**config.mk**
```make
export PLATFORM = sky130hd
export DESIGN_NAME = fetch_stage
export DESIGN_NICKNAME = d
export VERILOG_FILES = /design/src/rtl/riscv_pkg.sv /design/src/rtl/fetch_fifo.sv /design/src/rtl/fetch_stage.sv
export SDC_FILE = /design/constraint.sdc
export NUM_CORES = 1
export LEC_CHECK = 0
export ABC_CLOCK_PERIOD_IN_PS = 3900
export BUFFER_PORTS_ARGS = -buffer_cell sky130_fd_sc_hd__buf_2
export CELL_PAD_IN_SITES_DETAIL_PLACEMENT = 1
export CELL_PAD_IN_SITES_GLOBAL_PLACEMENT = 1
export CORE_ASPECT_RATIO = 1.5
export CORE_UTILIZATION = 30
export CTS_BUF_LIST = sky130_fd_sc_hd__clkbuf_4 sky130_fd_sc_hd__clkbuf_8
export DETAILED_ROUTE_END_ITERATION = 6
export GPL_TIMING_DRIVEN = 0
export HOLD_SLACK_MARGIN = 0.08
export PLACE_DENSITY_LB_ADDON = 0.3
export SYNTH_ARGS = -nofsm -noshare
export SYNTH_HDL_FRONTEND = slang
export SYNTH_SLANG_ARGS = --single-unit
```
**constraint.sdc**
```tcl
create_clock -name clk_i -period 3.9 [get_ports clk_i]
set_input_delay 0.195 -clock clk_i [delete_from_list [all_inputs] [get_ports clk_i]]
set_output_delay 0.195 -clock clk_i [all_outputs]
set_load 0.1 [all_outputs]
```
**src/rtl/riscv_pkg.sv**
```systemverilog
// ============================================================================
// riscv_pkg : shared types and constants for the instruction fetch front end
// Revision  : 1.0
// ============================================================================
`default_nettype none

package riscv_pkg;

    localparam int XLEN = 32;

    // addi x0, x0, 0
    localparam logic [XLEN-1:0] NOP_INSTR = 32'h0000_0013;

    typedef struct packed {
        logic [XLEN-1:0] pc;
        logic [XLEN-1:0] instr;
    } fetch_entry_t;

endpackage

`default_nettype wire

```
**src/rtl/fetch_fifo.sv**
```systemverilog
// ============================================================================
// fetch_fifo : synchronous FIFO with flush; pointers carry an extra wrap bit
// Revision   : 1.0
// ============================================================================
`default_nettype none

module fetch_fifo #(
    parameter int WIDTH = 32,
    parameter int DEPTH = 2
) (
    input  logic                     clk_i,
    input  logic                     reset_i,
    input  logic                     push_i,
    input  logic [WIDTH-1:0]         push_data_i,
    input  logic                     pop_i,
    input  logic                     flush_i,
    output logic [WIDTH-1:0]         head_o,
    output logic                     full_o,
    output logic                     empty_o,
    output logic [$clog2(DEPTH):0]   count_o
);

    localparam int AW = $clog2(DEPTH);
    localparam logic [AW:0] C_PTR_ONE = {{AW{1'b0}}, 1'b1};

    logic [AW:0]      wr_ptr_q;
    logic [AW:0]      wr_ptr_d;
    logic [AW:0]      rd_ptr_q;
    logic [AW:0]      rd_ptr_d;
    logic [WIDTH-1:0] mem_q [DEPTH];
    logic             do_push;
    logic             do_pop;

    assign empty_o = (wr_ptr_q == rd_ptr_q);
    assign full_o  = (wr_ptr_q[AW] != rd_ptr_q[AW]) &&
                     (wr_ptr_q[AW-1:0] == rd_ptr_q[AW-1:0]);
    assign count_o = wr_ptr_q - rd_ptr_q;
    assign head_o  = mem_q[rd_ptr_q[AW-1:0]];

    assign do_push = push_i && !full_o && !flush_i;
    assign do_pop  = pop_i && !empty_o && !flush_i;

    always_comb begin
        wr_ptr_d = wr_ptr_q;
        rd_ptr_d = rd_ptr_q;
        if (flush_i) begin
            wr_ptr_d = '0;
            rd_ptr_d = '0;
        end else begin
            if (do_push) wr_ptr_d = wr_ptr_q + C_PTR_ONE;
            if (do_pop)  rd_ptr_d = rd_ptr_q + C_PTR_ONE;
        end
    end

    always_ff @(posedge clk_i or negedge reset_i) begin
        if (!reset_i) begin
            wr_ptr_q <= '0;
            rd_ptr_q <= '0;
        end else begin
            wr_ptr_q <= wr_ptr_d;
            rd_ptr_q <= rd_ptr_d;
        end
    end

    // Storage needs no reset: entries are only read once the pointers say so.
    always_ff @(posedge clk_i) begin
        if (do_push) mem_q[wr_ptr_q[AW-1:0]] <= push_data_i;
    end

endmodule

`default_nettype wire

```
**src/rtl/fetch_stage.sv**
```systemverilog
// ============================================================================
// fetch_stage : IF stage - PC ownership, credit-limited imem requests,
//               instruction buffering and redirect squashing
// Revision    : 1.0
// ============================================================================
`default_nettype none

module fetch_stage
    import riscv_pkg::*;
#(
    parameter logic [31:0] RESET_PC = 32'h0000_0000,
    parameter int          DEPTH    = 2
) (
    input  logic             clk_i,
    input  logic             reset_i,
    output logic             imem_req_valid_o,
    input  logic             imem_req_ready_i,
    output logic [XLEN-1:0]  imem_req_addr_o,
    input  logic             imem_rsp_valid_i,
    input  logic [XLEN-1:0]  imem_rsp_data_i,
    input  logic             redirect_valid_i,
    input  logic [XLEN-1:0]  redirect_pc_i,
    input  logic             stall_i,
    output logic             if_valid_o,
    output logic [XLEN-1:0]  if_instr_o,
    output logic [XLEN-1:0]  if_pc_o,
    output logic [XLEN-1:0]  if_pc_plus4_o
);

    localparam int CW = $clog2(DEPTH) + 1;
    localparam logic [CW:0]   C_DEPTH = (CW+1)'(DEPTH);
    localparam logic [CW-1:0] C_ONE   = {{(CW-1){1'b0}}, 1'b1};

    logic [XLEN-1:0] pc_q;
    logic [XLEN-1:0] pc_d;
    logic [CW-1:0]   drop_q;
    logic [CW-1:0]   drop_d;

    logic [CW-1:0]   outstanding;
    logic [CW-1:0]   buf_count;
    logic [CW:0]     in_use;
    logic            tag_full;
    logic            tag_empty;
    logic            buf_full;
    logic            buf_empty;
    logic [XLEN-1:0] tag_head;
    fetch_entry_t    rsp_entry;
    fetch_entry_t    buf_head;

    logic            req_fire;
    logic            rsp_keep;
    logic            consume;

    // Every outstanding request owns a buffer slot, so the buffer never overflows.
    assign in_use           = {1'b0, outstanding} + {1'b0, buf_count};
    assign imem_req_valid_o = reset_i && !redirect_valid_i && !tag_full &&
                              (in_use < C_DEPTH);
    assign imem_req_addr_o  = pc_q;
    assign req_fire         = imem_req_valid_o && imem_req_ready_i;

    assign rsp_keep  = imem_rsp_valid_i && !tag_empty && !buf_full &&
                       (drop_q == '0) && !redirect_valid_i;
    assign consume   = !buf_empty && !stall_i && !redirect_valid_i;
    assign rsp_entry = '{pc: tag_head, instr: imem_rsp_data_i};

    always_comb begin
        pc_d = pc_q;
        if (redirect_valid_i) begin
            pc_d = {redirect_pc_i[XLEN-1:2], 2'b00};
        end else if (req_fire) begin
            pc_d = pc_q + 32'd4;
        end
    end

    // On redirect, every request still in flight after this edge is stale.
    always_comb begin
        drop_d = drop_q;
        if (redirect_valid_i) begin
            drop_d = outstanding - {{(CW-1){1'b0}}, imem_rsp_valid_i};
        end else if (imem_rsp_valid_i && (drop_q != '0)) begin
            drop_d = drop_q - C_ONE;
        end
    end

    always_ff @(posedge clk_i or negedge reset_i) begin
        if (!reset_i) begin
            pc_q   <= RESET_PC;
            drop_q <= '0;
        end else begin
            pc_q   <= pc_d;
            drop_q <= drop_d;
        end
    end

    fetch_fifo #(
        .WIDTH (XLEN),
        .DEPTH (DEPTH)
    ) u_tag_q (
        .clk_i       (clk_i),
        .reset_i     (reset_i),
        .push_i      (req_fire),
        .push_data_i (pc_q),
        .pop_i       (imem_rsp_valid_i),
        .flush_i     (1'b0),
        .head_o      (tag_head),
        .full_o      (tag_full),
        .empty_o     (tag_empty),
        .count_o     (outstanding)
    );

    fetch_fifo #(
        .WIDTH ($bits(fetch_entry_t)),
        .DEPTH (DEPTH)
    ) u_ibuf (
        .clk_i       (clk_i),
        .reset_i     (reset_i),
        .push_i      (rsp_keep),
        .push_data_i (rsp_entry),
        .pop_i       (consume),
        .flush_i     (redirect_valid_i),
        .head_o      (buf_head),
        .full_o      (buf_full),
        .empty_o     (buf_empty),
        .count_o     (buf_count)
    );

    assign if_valid_o    = !buf_empty;
    assign if_instr_o    = if_valid_o ? buf_head.instr : NOP_INSTR;
    assign if_pc_o       = if_valid_o ? buf_head.pc : '0;
    assign if_pc_plus4_o = if_valid_o ? (buf_head.pc + 32'd4) : '0;

endmodule

`default_nettype wire

```
After elaboration in Yosys (flattened, before gate mapping)

Memory sizes are Yosys's and may differ from the RTL's.
Cells that the tools add are included.
Widths: inputs -> output; s select.

Bits in registers: 42
Memory bits (writable): 192
Word-level logic and storage cells: 71
Memories kept: 2

Memory list:

| memory        | words | width | read ports | clocked after memory_dff | write ports | line             | source |
|---|---|---|---|---|---|---|---|
| u_ibuf.mem_q  | 2     | 64    | 1          | 0                        | 1           | fetch_fifo.sv:30 | `logic [WIDTH-1:0] mem_q [DEPTH];` |
| u_tag_q.mem_q | 2     | 32    | 1          | 0                        | 1           | fetch_fifo.sv:30 |  |

$add $sub $neg: 11
Order comparisons: 1
Equal/unequal tests: 6
Mux-type cells: 15
Reduce and logical (&&, ||, !) cells: 30

Operators with widths:

| operator              | count |
|---|---|
| $mux 32               | 5 |
| $add 32x3->32 const B | 2 |
| $logic_and 1x1->1     | 18 |
| $mux 2                | 6 |
| $reduce_bool 2->1     | 5 |
| $add 2x1->2 const B   | 4 |
| $logic_not 1->1       | 6 |
| $eq 2x2->1            | 2 |
| $mux 1                | 4 |
| $sub 2x2->2           | 2 |
| $add 2x2->3           | 1 |
| $lt 3x2->1 const B    | 1 |
| $eq 1x1->1            | 2 |
| $logic_not 2->1       | 1 |
| $ne 1x1->1            | 2 |
| $sub 2x1->2           | 1 |
| $sub 2x1->2 const B   | 1 |

Depth between registers and ports, before layout

Word-level depth: 10
Gate-level depth with buffers: 12

Hierarchy

From an unflattened synthesis, not the netlist that was laid out.

Cells, all modules: 787
Area total of the unflattened synthesis: 10,548.9 µm²

By module, submodules not included:

| module                | times used | cells an instance | area an instance (µm²) | sequential area each (µm²) |
|---|---|---|---|---|
| fetch_fifo at u_ibuf  | 1          | 238               | 4,909.7                | 3,943.8 |
| fetch_stage           | 1          | 412               | 3,039.2                | 800.8 |
| fetch_fifo at u_tag_q | 1          | 137               | 2,600.0                | 2,021.9 |

Worst setup path before layout

Ideal clock, no wire load.

Path kind: flip-flop to output port
Start point: register u_ibuf.rd_ptr_q[0]
End point: output if_pc_plus4_o[20]
Arrival: 4.589 ns
Data required time: 3.705 ns
Path slack: -0.884 ns
Cell stages (with the launch flop): 13
Buffers on the path: 5
Path through: dfrtp_1 buf_6 buf_6 buf_2 buf_2 mux2_2 ha_1 inv_1 a211oi_1 nand4_1 clkbuf_1 o31a_1 nor3_1

Word-level cells in the longest chain between the ends: 3
Elaborated cells between the ends (all ways): 4
Classes of those cells: add/sub: 1; eq/ne: 1; mux: 1; memory: 1

Ends and longest elaborated chain:

| element                | line               | source |
|---|---|---|
| from (decl)            | fetch_fifo.sv:28   | `logic [AW:0] rd_ptr_q;` |
| from (signal assigned) | fetch_fifo.sv:61   | `rd_ptr_q <= rd_ptr_d;` |
| $mem_v2 2x64           | -                  |  |
| $add 32x3->32          | fetch_stage.sv:130 | `assign if_pc_plus4_o = if_valid_o ? (buf_head.pc + 32'd4) : '0;` |
| $mux 32 (*)            | fetch_stage.sv:130 |  |
| to (decl)              | fetch_stage.sv:27  | `output logic [XLEN-1:0] if_pc_plus4_o` |

Every way passes the cells marked *; elsewhere a longest branch is shown, timed or not.

Final worst setup path

Start point: register u_ibuf.rd_ptr_q[0]
End point: output if_pc_plus4_o[27]

Same word-level chain as after synthesis.

==> metrics.md <==
| Metric | Value |
|---|---|
| Global-route wire length before repair | `44630 µm` |
| Max_cap viols | `0` |
| Area grow syn2layout | `31.80%` |
| DR iter-0 viols | `about 290` |
| Type of origin of the critical path | `flip-flop` |
| Status | `finished with violations` |
| Crit path max fanout | `10` |
| Fmax achieved | `around 270 MHz` |
| Crit. End Element | `output port` |
| Post-Syn Area per Cell | `around 13 µm²` |
| Design Area, Final | `around 13000 µm²` |
| IO Port Bufs | `about 190` |
| Predominant post-synthesis flop cell | `edfxtp_1` |
| Worst slew pin tran | `between 1000 and 1500 ps` |
| Area of the multi-input gates | `3523 µm²` |
| Fill cells | `3585` |
| Vias in the first global route | `between 7000 and 8000` |
| GR Util met1 | `0.1766` |
| Most frequent cells in the layout | `buf_2 (189), edfxtp_1 (184), nor2_1 (92), dlygate4sd3_1 (65), mux2i_1 (59)` |
| Peak supply drop | `approximately 300 µV` |
| Sequential cell area fraction in the yosys report | `0.6432` |
| DR pass1 iterations | `7` |
| Reg area | `between 6000 and 7000 µm²` |
| Placement Rows | `82` |
| Worst endpoint required time | `3700 ps` |
| CP arrival | `3530 ps` |
| Core box area | `around 33000 µm²` |
| Io pins | `200` |
| Leakage | `4.977 nW` |
| Synthesized instance count | `around 770` |
| Initial antenna violation count | `0` |
| Kind of critical path | `flip-flop to output port` |
| Met2 usage | `0.3314` |
| Post-DP HPWL | `approximately 21000 µm` |
| Tmin final | `3724 ps` |
| Residual DRC | `30` |
| Die ar. | `~35000 µm²` |
| Worst Setup Slack, final | `175.7 ps` |
| CTS tree | `yes` |
| Worst Hold Class | `primary input to flip-flop` |
| Vias/cell | `4.862` |
| Initial Util | `0.3043` |
| Final core occ | `0.4011` |
| Failing checks | `design-rule violations` |
| Most common cell after layout, fill and taps aside | `buf_2` |
| Async S/R FF share, synth | `0.1786` |
| Final net count | `~1200` |
| Die Y | `227.2 µm` |
| Root Buffer | `clkbuf_8` |
| Setup Viol. Count Final | `0` |
| Drt wl/cell | `between 15 and 20 µm` |
| Setup Skew | `between 10 and 15 ps` |
| Via count | `7419` |
| Grt total ovfl | `0` |
| Yosys Warn Count | `0` |
| CTS Buffer Depth | `3` |
| Worst-path clk slew | `around 60 ps` |
| Place WS | `-490.3 ps` |
| # clock sinks | `224` |
| Chip Width | `between 150 and 200 µm` |
| Layout cells sized above 1 | `0.3014` |
| GRT Util Overall | `0.1690` |
| GR Layer Usage met3 | `0.02760` |
| Hold Violations, Final | `0` |
| GR peak layer | `met2` |
| H-Tree Depth | `2` |
| GPL Wtd Cong | `approximately 0.80` |
| Antenna Nets Post-Route | `0` |
| Slew Viols, Final | `0` |
| Pin count of the biggest net entering global routing | `63` |
| Post-Route WL | `just under 30000 µm` |
| PD cells | `a little over 700 nW/µm²` |
| Post-synth cell types | `56` |
| Worst skew pair latency | `between 500 and 600 ps` |
| Fin crit share | `0.9549` |
| Num CTS Buffers | `36` |
| Synth Cell Area | `10150 µm²` |
| Relative slew slack | `0.2795` |
| FF+latch count, synth | `between 200 and 250` |
| Post-synth EDFFs | `184` |
| Placed Area | `between 10000 and 15000 µm²` |
final timing paths:
check                           slack, ps                              end                             from  cells after the start
worst max-delay path                  180                if_pc_plus4_o[27]   u_ibuf.rd_ptr_q[0]$_DFFE_PN0P_                      8
worst min-delay path                  130  imem_req_addr_o[14]$_DFFE_PN0P_                 redirect_valid_i                      4
worst max register to register        290   imem_req_addr_o[8]$_DFFE_PN0P_  u_tag_q.wr_ptr_q[0]$_DFFE_PN0P_                     11
worst min register to register        530    u_tag_q.mem_q[0][8]$_DFFE_PP_   imem_req_addr_o[8]$_DFFE_PN0P_                      0
max in group asynchronous            2830  imem_req_addr_o[24]$_DFFE_PN0P_                          reset_i                      2
min in group asynchronous             390  imem_req_addr_o[30]$_DFFE_PN0P_                          reset_i                      2
layout make-up:
cell class	instances	share of cell area
diodes	1	0.0001871
plain buffers	38	0.01563
clock buffers	47	0.04463
clock inverters	17	0.01450
inverters	14	0.004117
multi-input cells	503	0.2635
flip-flops and latches	224	0.4880
well taps	420	0.03930
repair buffers	262	0.1301
routing by layer:
layer  wire [µm]  vias to the layer above  part of all wire
met5           0                        -                 0
met3        1392                       63             0.048
met2       15910                      205              0.55
li1            -                     3511                 -
met4        1002                        0             0.034
met1       10740                     3640              0.37
through the flow:
step                      instances  total power [mW]  TNS, ps  hold slack (ps)
final                          1526             9.565        0            134.6
after global routing           1525             9.977  -0.8518            137.5
after CTS                      1525             9.687  -0.2627            97.11
after detailed placement       1393             7.322    -2862            387.1
after global placement         1390             7.255  -119970            384.3
after floorplan                 779             6.427   -57.93           -100.6
critical path, stage by stage, from the launching register on:
cell      delay (ps)
dfrtp_1          400
buf_6            160
buf_6            150
nand4b_1         200
a211oi_1         510
nand3b_1         400
nor4_1           510
mux2_2           380
buf_2            290
cell usage after synthesis, types with 11 or more instances:
cell type  instances  area [µm²]
nor4_1            13       81.33
mux2i_1           59       590.6
nand2_1           57       214.0
nand3_1           33       165.2
xnor2_1           21       183.9
nand4_1           12       75.07
dfrtp_1           40        1001
mux2_2            38       427.9
o211ai_1          19       142.6
clkbuf_1          17       63.81
o21ai_0           24       120.1
nor2_1            95       356.6
edfxtp_1         184        5525
nor3_1            11       55.05
inv_1             14       52.55
o311ai_0          13       113.9
and2_1            12       75.07
report_power, final:
part / internal (mW) / leakage [nW] / switching, mW / total, mW
clock: 1.28 / 0.402 / 0.962 / 2.24
combinational: 0.902 / 2.42 / 3.29 / 4.19
sequential: 2.93 / 2.15 / 0.202 / 3.14
what timing repair did:
action	4_1_cts	5_1_grt
gates resized for setup	25	5
endpoints found under the setup margin	25	50
hold buffers	65	0
setup buffers	3	0
endpoints found under the hold margin	138	0
gates cloned	0	1
pin swaps	2	2
flip-flops by register name, summed over array words and instances (netlist names):
| name | flops |
|---|---|
| drop_q | 2 |
| imem_req_addr_o | 30 |
| u_ibuf.mem_q | 124 |
| u_ibuf.rd_ptr_q | 2 |
| u_ibuf.wr_ptr_q | 2 |
| u_tag_q.mem_q | 60 |
| u_tag_q.rd_ptr_q | 2 |
| u_tag_q.wr_ptr_q | 2 |
cells by family after synthesis:
kind of cell / Yosys count / share of synthesized area
and+or+nand+nor: 263 / 0.1268
DFF: 224 / 0.6432
muxes: 99 / 0.1026
AOI/OAI and AO/OA: 98 / 0.06857
buffers and inverters: 53 / 0.02405
xor gates and xnor gates: 29 / 0.02503
adders and majority gates: 7 / 0.009372
other: 1 / 0.0003696
(Power assumes the default switching activity.)
